**config.mk**
```make
export PLATFORM = sky130hd
export DESIGN_NAME = alu_op_sequencer
export DESIGN_NICKNAME = d
export VERILOG_FILES = /design/src/rtl/alu_op_sequencer.sv
export SDC_FILE = /design/constraint.sdc
export NUM_CORES = 1
export LEC_CHECK = 0
export CAP_MARGIN = 30
export CORE_MARGIN = 2
export CORE_UTILIZATION = 41
export CTS_CLUSTER_DIAMETER = 120
export DETAILED_ROUTE_END_ITERATION = 6
export GPL_TIMING_DRIVEN = 0
export PLACE_DENSITY = 0.91
export SLEW_MARGIN = 10
export SYNTH_ARGS = -nofsm -noshare
export SYNTH_HDL_FRONTEND = slang
export SYNTH_SLANG_ARGS = --single-unit
```
**constraint.sdc**
```tcl
create_clock -name clk -period 2.1 [get_ports clk]
set_input_delay 0.63 -clock clk [delete_from_list [all_inputs] [get_ports clk]]
set_output_delay 0.63 -clock clk [all_outputs]
set_load 0.01 [all_outputs]
```
**src/rtl/alu_op_sequencer.sv**
```systemverilog
// Issue-side controller for the register-file / ALU / writeback-mux datapath.
// Accepts one instruction per handshake and sequences RF reads, ALU and writeback.
module alu_op_sequencer #(
    parameter int NUM_REGS = 8
) (
    input  logic        clk,
    input  logic        rst_n,
    input  logic        instr_valid,
    output logic        instr_ready,
    input  logic        instr_is_load,
    input  logic [3:0]  instr_op,
    input  logic [4:0]  instr_rs1,
    input  logic [4:0]  instr_rs2,
    input  logic [4:0]  instr_rd,
    input  logic [3:0]  instr_shamt,
    input  logic        instr_sign,
    input  logic [31:0] instr_imm,
    input  logic [31:0] alu_result,
    output logic [4:0]  rr1,
    output logic [4:0]  rr2,
    output logic [4:0]  wr,
    output logic        we,
    output logic [3:0]  op,
    output logic [3:0]  shamount,
    output logic        sign,
    output logic        mux_ctrl,
    output logic [31:0] write_data,
    output logic        done,
    output logic [31:0] done_result,
    output logic        err
);

    localparam logic [2:0] S_IDLE = 3'd0;
    localparam logic [2:0] S_READ = 3'd1;
    localparam logic [2:0] S_EXEC = 3'd2;
    localparam logic [2:0] S_LOAD = 3'd3;
    localparam logic [2:0] S_REJ  = 3'd4;

    localparam logic [5:0] NREG = 6'(NUM_REGS);

    logic [2:0]  state_q, state_d;
    logic [4:0]  rr1_q, rr1_d;
    logic [4:0]  rr2_q, rr2_d;
    logic [4:0]  wr_q, wr_d;
    logic        we_q, we_d;
    logic [3:0]  op_q, op_d;
    logic [3:0]  shamount_q, shamount_d;
    logic        sign_q, sign_d;
    logic        mux_ctrl_q, mux_ctrl_d;
    logic [31:0] write_data_q, write_data_d;
    logic        done_q, done_d;
    logic [31:0] done_result_q, done_result_d;
    logic        err_q, err_d;

    logic accept;
    logic bad_rd;
    logic bad_rs;
    logic bad_idx;

    assign instr_ready = (state_q == S_IDLE);
    assign accept      = instr_valid & instr_ready;

    // Out-of-range index detection; sources only matter for ALU instructions.
    always_comb begin
        bad_rd  = ({1'b0, instr_rd} >= NREG);
        bad_rs  = ({1'b0, instr_rs1} >= NREG) | ({1'b0, instr_rs2} >= NREG);
        bad_idx = bad_rd | (~instr_is_load & bad_rs);
    end

    // Next-state and registered-output computation for the issue sequence.
    always_comb begin
        state_d       = state_q;
        rr1_d         = rr1_q;
        rr2_d         = rr2_q;
        wr_d          = wr_q;
        we_d          = we_q;
        op_d          = op_q;
        shamount_d    = shamount_q;
        sign_d        = sign_q;
        mux_ctrl_d    = mux_ctrl_q;
        write_data_d  = write_data_q;
        done_d        = 1'b0;
        done_result_d = done_result_q;
        err_d         = 1'b0;

        unique case (state_q)
            S_IDLE: begin
                if (accept) begin
                    if (bad_idx) begin
                        state_d = S_REJ;
                        we_d    = 1'b0;
                    end else if (instr_is_load) begin
                        state_d      = S_LOAD;
                        wr_d         = instr_rd;
                        write_data_d = instr_imm;
                        mux_ctrl_d   = 1'b0;
                        we_d         = 1'b1;
                    end else begin
                        state_d    = S_READ;
                        rr1_d      = instr_rs1;
                        rr2_d      = instr_rs2;
                        op_d       = instr_op;
                        shamount_d = instr_shamt;
                        sign_d     = instr_sign;
                        wr_d       = instr_rd;
                        we_d       = 1'b0;
                    end
                end
            end
            S_READ: begin
                state_d    = S_EXEC;
                mux_ctrl_d = 1'b1;
                we_d       = 1'b1;
            end
            S_EXEC: begin
                state_d       = S_IDLE;
                we_d          = 1'b0;
                done_d        = 1'b1;
                done_result_d = alu_result;
            end
            S_LOAD: begin
                state_d       = S_IDLE;
                we_d          = 1'b0;
                done_d        = 1'b1;
                done_result_d = write_data_q;
            end
            S_REJ: begin
                state_d = S_IDLE;
                we_d    = 1'b0;
                done_d  = 1'b1;
                err_d   = 1'b1;
            end
            default: begin
                state_d = S_IDLE;
                we_d    = 1'b0;
            end
        endcase
    end

    // State and output registers with synchronous active-low reset.
    always_ff @(posedge clk) begin
        if (!rst_n) begin
            state_q       <= S_IDLE;
            rr1_q         <= '0;
            rr2_q         <= '0;
            wr_q          <= '0;
            we_q          <= 1'b0;
            op_q          <= '0;
            shamount_q    <= '0;
            sign_q        <= 1'b0;
            mux_ctrl_q    <= 1'b0;
            write_data_q  <= '0;
            done_q        <= 1'b0;
            done_result_q <= '0;
            err_q         <= 1'b0;
        end else begin
            state_q       <= state_d;
            rr1_q         <= rr1_d;
            rr2_q         <= rr2_d;
            wr_q          <= wr_d;
            we_q          <= we_d;
            op_q          <= op_d;
            shamount_q    <= shamount_d;
            sign_q        <= sign_d;
            mux_ctrl_q    <= mux_ctrl_d;
            write_data_q  <= write_data_d;
            done_q        <= done_d;
            done_result_q <= done_result_d;
            err_q         <= err_d;
        end
    end

    assign rr1         = rr1_q;
    assign rr2         = rr2_q;
    assign wr          = wr_q;
    assign we          = we_q;
    assign op          = op_q;
    assign shamount    = shamount_q;
    assign sign        = sign_q;
    assign mux_ctrl    = mux_ctrl_q;
    assign write_data  = write_data_q;
    assign done        = done_q;
    assign done_result = done_result_q;
    assign err         = err_q;

endmodule

```
==> metrics.cfg, run 1 <==
[die]
fp.dieH_um=101
rows=35
core_um2=9200
die_x_um=101
start_util=0.419
ios=185
die-area_um2=10200

[placed_design]
pre_cts_slack_ns=-0.335
hpwl_um=8770
place.gp.congestion=0.774
port_buffers=184

[clock_tree]
cts-root-buf=clkbuf_8
clock-sinks=94
postCtsSetupRepairBufs=0
clockBufferDepth=2
hold_buffers=0
cts_buffers=9
path_clk_slew_ns=0.09
insertion_delay_ns=0.36
cts_tree=yes
h-tree-depth=3

[route]
drt_first_pass_iters=4
drc=0
via_per_inst=5.05
drt-initial-drc-count=89
drt_wl_total_um=11400
dr_total_vias=3594
drtAntennaViolNets=0
wl_per_cell_um=16.0

[sta]
fin_ws_ns=0.124
relSlewSlack=0.531
max_freq_mhz=506
tightest_slew_ns=0.700
skew_ns=0.0140
timing.final.crit_period_ns=1.98
period_share=0.941
rsz0062_at_grt=no
tns_ns=0
setup_viol=0
slew_viol_final=0
finalHoldViolCount=0

[synthesis]
synth-main-ff-cell=dfxtp_1
synth_edf_count=0
yosys.area.top_type=dfxtp_1
syn_avg_cell_area_um2=9.61
synth.top_cells.by_area=dfxtp_1 (49%), mux2i_1 (21%), nand2_1 (9.8%)
synth_common_cells=nand2_1 (101), dfxtp_1 (94), mux2i_1 (82), nor2_1 (37), a211oi_1 (32)
synth.distinct_cells=25
netlist_area_um2=3850
async_flop_share=0
synth_fp_nets=493
yosysWarnings=0
ys_ff_latch=94
synth_most_common_cell=nand2_1
synth-seq-area-share=0.488
synth_top_area_share=0.488
syn_inst=401

[global_route]
grt_pass1_wl_um=18100
gr-usage-all-layers=0.226
grt_overflow=0
grt_pass1_vias=3709
antenna_found_initial=0
grt_max_degree=16

[cells_and_area]
multi_input_area_um2=1750
fin_nets=688
diodes=0
fillCellCount=713
drive_gt1_frac=0.0666
regArea_um2=1880
synthToLayoutAreaGrowth_pct=57.5

[pwr]
ir_worst_vdd_mv=0.365
switchingPower_mw=0.837
combPwrFrac=0.126
sw_frac_of_total=0.228
p_clk_frac=0.372
p_leak_nw=2.14
power.internal_mw=2.83
p_per_area_nw_per_um2=604
power_frac_seq=0.502

[worst_hold_path]
hold_path_end=rr2[1]
whs_path_depth=2
hold_path.class=flop to flop
hold_start=rr2[1]

[job]
max-cap-violations=0

[critical_path]
r2r_slack_ns=0.55
r2r-end=write_data[10]
start_kind=flop
path_class=flop to primary output
critPathLaunch=state_q[2]
rr_startpoint=state_q[2]
cp.arrival_ns=1.35
r2r_cells=5
crit_path_end_kind=primary output
required_ns=1.47
path_max_fanout=6

[status]
status=completed

[what timing repair did]
action,CTS,global route
setup endpoints to repair,1,11
pin swaps,0,1
resized for setup,1,8
[flip-flops by register name, summed over array words and instances (netlist names)]
signal,flops
done,1
done_result,32
err,1
mux_ctrl,1
op,4
rr1,5
rr2,5
shamount,4
sign,1
state_q,3
wr,5
write_data,32
[worst max path at each step]
stage / endpoint / cells past startpoint
final: instr_ready / 2
after global routing: instr_ready / 2
after CTS: sign / 5
after detailed placement: sign / 5
after global placement: write_data[28] / 5
after floorplan: op[0] / 5
[power groups by stage]
| stage | combinational, mW | clock (mW) | sequential, mW |
|---|---|---|---|
| 3_3_place_gp | 0.453 | 0 | 1.88 |
| 3_5_place_dp | 0.464 | 0 | 1.88 |
| 4_1_cts | 0.466 | 1.39 | 1.84 |
| 2_1_floorplan | 0.158 | 0 | 1.89 |
| 5_1_grt | 0.501 | 1.46 | 1.85 |
| 6_report | 0.464 | 1.36 | 1.84 |
[critical path, cell delays in order (launching register included)]
cell,delay [ns]
dfxtp_1,0.39
nor3_4,0.30
dlygate4sd2_1,0.30
[cell type report]
class                           instances  area share
Buffer                                 32      0.0369
Clock buffer                           11      0.0249
Clock inverter                          5      0.0134
Inverter                                1    0.000618
Multi-Input combinational cell        274       0.288
Sequential cell                        94       0.310
Tap cell                              111      0.0229
Timing Repair Buffer                  184       0.303
[kinds of logic after synthesis]
logic type	synth area share
AND/OR/NAND/NOR	0.169
flip-flops	0.488
buffers and inverters	0.0581
multiplexers	0.213
AO/OA/AOI/OAI	0.0721
[layout by cell type, fill, tap and decap left out, types with 2 or more instances in the layout]
cell type | netlist | routed
clkdlybuf4s50_1 | 0 | 183
nand2_1 | 101 | 101
dfxtp_1 | 94 | 93
mux2i_1 | 82 | 82
nor2_1 | 37 | 37
a211oi_1 | 32 | 32
clkbuf_1 | 16 | 12
clkbuf_8 | 0 | 11
and3_1 | 8 | 8
buf_2 | 7 | 7
buf_12 | 4 | 4
clkbuf_2 | 0 | 3
buf_4 | 3 | 3
buf_6 | 2 | 2
a21oi_1 | 2 | 2
bufinv_16 | 0 | 2
[per-layer routing]
metal	routed length (um)	GRT usage	share of wire
met4	197	0.0759	0.017
met5	0	0	0
met1	4520	0.250	0.40
met3	957	0.0735	0.084
met2	5730	0.409	0.50
[through the flow]
step                cells  area (um2)  hold WS [ns]  power (mW)  utilization
detailed placement    696        5830         0.454        2.35        0.634
floorplan             401        3850         0.479        2.05            -
global placement      696        5830         0.441        2.33        0.634
global route          712        6070         0.487        3.81        0.660
finish                712        6070         0.466        3.67        0.660
CTS                   712        6070         0.470        3.69        0.660
(Power assumes the default switching activity.)
==> run 2, diff against run 1 <==
CORE_UTILIZATION = 37   (was 41)
PLACE_DENSITY = 0.87   (was 0.91)
clock period = 1.7 ns   (was 2.1 ns; I/O delays follow)
==> metrics.cfg, run 2 (synthesis gave the netlist of run 1 again) <==
[status]
status=completed

[route]
drc=0
via_per_inst=4.85
drt-initial-drc-count=112
drtAntennaViolNets=0
drt_first_pass_iters=5
wl_per_cell_um=15.7
drt_wl_total_um=11800
dr_total_vias=3637

[pwr]
p_per_area_nw_per_um2=683
power_mw=4.19
ir_worst_vdd_mv=0.345
p_leak_nw=2.70

[sta]
whs_ns=0.465
relSlewSlack=0.639
period_share=0.992
fin_ws_ns=0.0140
slew_viol_final=0
timing.final.crit_period_ns=1.69
finalHoldViolCount=0
max_freq_mhz=593
skew_ns=0.0109
tightest_slew_ns=0.542
setup_viol=0
tns_ns=0

[clock_tree]
insertion_delay_ns=0.36
h-tree-depth=3
cts_tree=yes
clock-sinks=94
hold_buffers=0
cts_buffers=9
path_clk_slew_ns=0.09
cts-root-buf=clkbuf_8
clockBufferDepth=2

[global_route]
grt_pass1_wl_um=18400
antenna_found_initial=0
grt_overflow=0
grt_pass1_vias=3720
grt_max_degree=15
gr-usage-all-layers=0.207

[critical_path]
path_class=input pin to flop
path_max_fanout=8
cp.arrival_ns=1.97
rr_startpoint=state_q[0]
r2r_slack_ns=0.18
crit_path_end_kind=flop
r2r-end=write_data[22]
start_kind=input pin
r2r_cells=7
required_ns=1.99

[die]
die_x_um=106
ios=185
rows=37
die-area_um2=11200
start_util=0.377
fp.dieH_um=106
core_um2=10200

[cells_and_area]
layout_common_cells=nand2_1 (101), dlygate4sd2_1 (92), dfxtp_1 (91)
synthToLayoutAreaGrowth_pct=59.1
fin_nets=702
drive_gt1_frac=0.106
mostFrequentLayoutCell=nand2_1
diodes=0

[worst_hold_path]
hold_start=rr1[2]
hold_path_end=rr1[2]
whs_path_depth=2
hold_path.class=flop to flop

[placed_design]
hpwl_um=8720
pre_cts_slack_ns=-0.661
port_buffers=184
place.gp.congestion=0.807

[job]
max-cap-violations=0

==> run 2: worst max-delay path by stage <==
stage	from	to	slack, ns
finish	instr_rd[3]	write_data[22]	0.01
global route	instr_rd[3]	write_data[22]	-0.006
CTS	instr_rd[3]	write_data[13]	0.006
detailed placement	rst_n	op[3]	-0.66
global placement	rst_n	wr[1]	-0.58
floorplan	instr_rs2[4]	op[0]	0.12
==> run 2: worst max-delay path, cell delays in order <==
cell and delay [ns]:
clkdlybuf4s50_1 0.45, nor3b_4 0.27, and3_4 0.24, buf_12 0.15
clkbuf_16 0.16, mux2i_1 0.19
==> run 2: report_power, final <==
group / switching, mW / internal (mW)
Combinational: 0.238 / 0.337
Sequential: 0.0283 / 2.24
Clock: 0.781 / 0.561
==> run 2: layer usage <==
layer | global-route usage | wire [um] | part of all wire
met2 | 0.361 | 5830 | 0.49
met3 | 0.0662 | 1020 | 0.086
met1 | 0.236 | 4750 | 0.40
met5 | 0 | 0 | 0
met4 | 0.0789 | 206 | 0.017
==> run 2: final cells by class <==
| type | count | area, um2 |
|---|---|---|
| clock buffers | 11 | 141 |
| fillers | 907 | 4100 |
| plain buffers | 32 | 246 |
| clock inverters | 4 | 23.8 |
| multi-input cells | 274 | 1770 |
| well taps | 136 | 170 |
| flip-flops and latches | 94 | 1890 |
| inverters | 1 | 3.75 |
| repair buffers | 198 | 1890 |
==> run 2: through the flow <==
stage | std cells | area, um2 | utilization
after floorplan | 401 | 3850 | -
after global placement | 721 | 5870 | 0.573
after detailed placement | 721 | 5870 | 0.573
after CTS | 745 | 6010 | 0.587
after global routing | 750 | 6130 | 0.599
final | 750 | 6130 | 0.599
==> run 2: repair_timing <==
action | CTS | global route
pin swaps | 5 | 3
gates cloned | 0 | 3
hold endpoints to repair | 0 | 0
endpoints found under the setup margin | 145 | 43
resized for setup | 108 | 16
setup buffers | 9 | 2
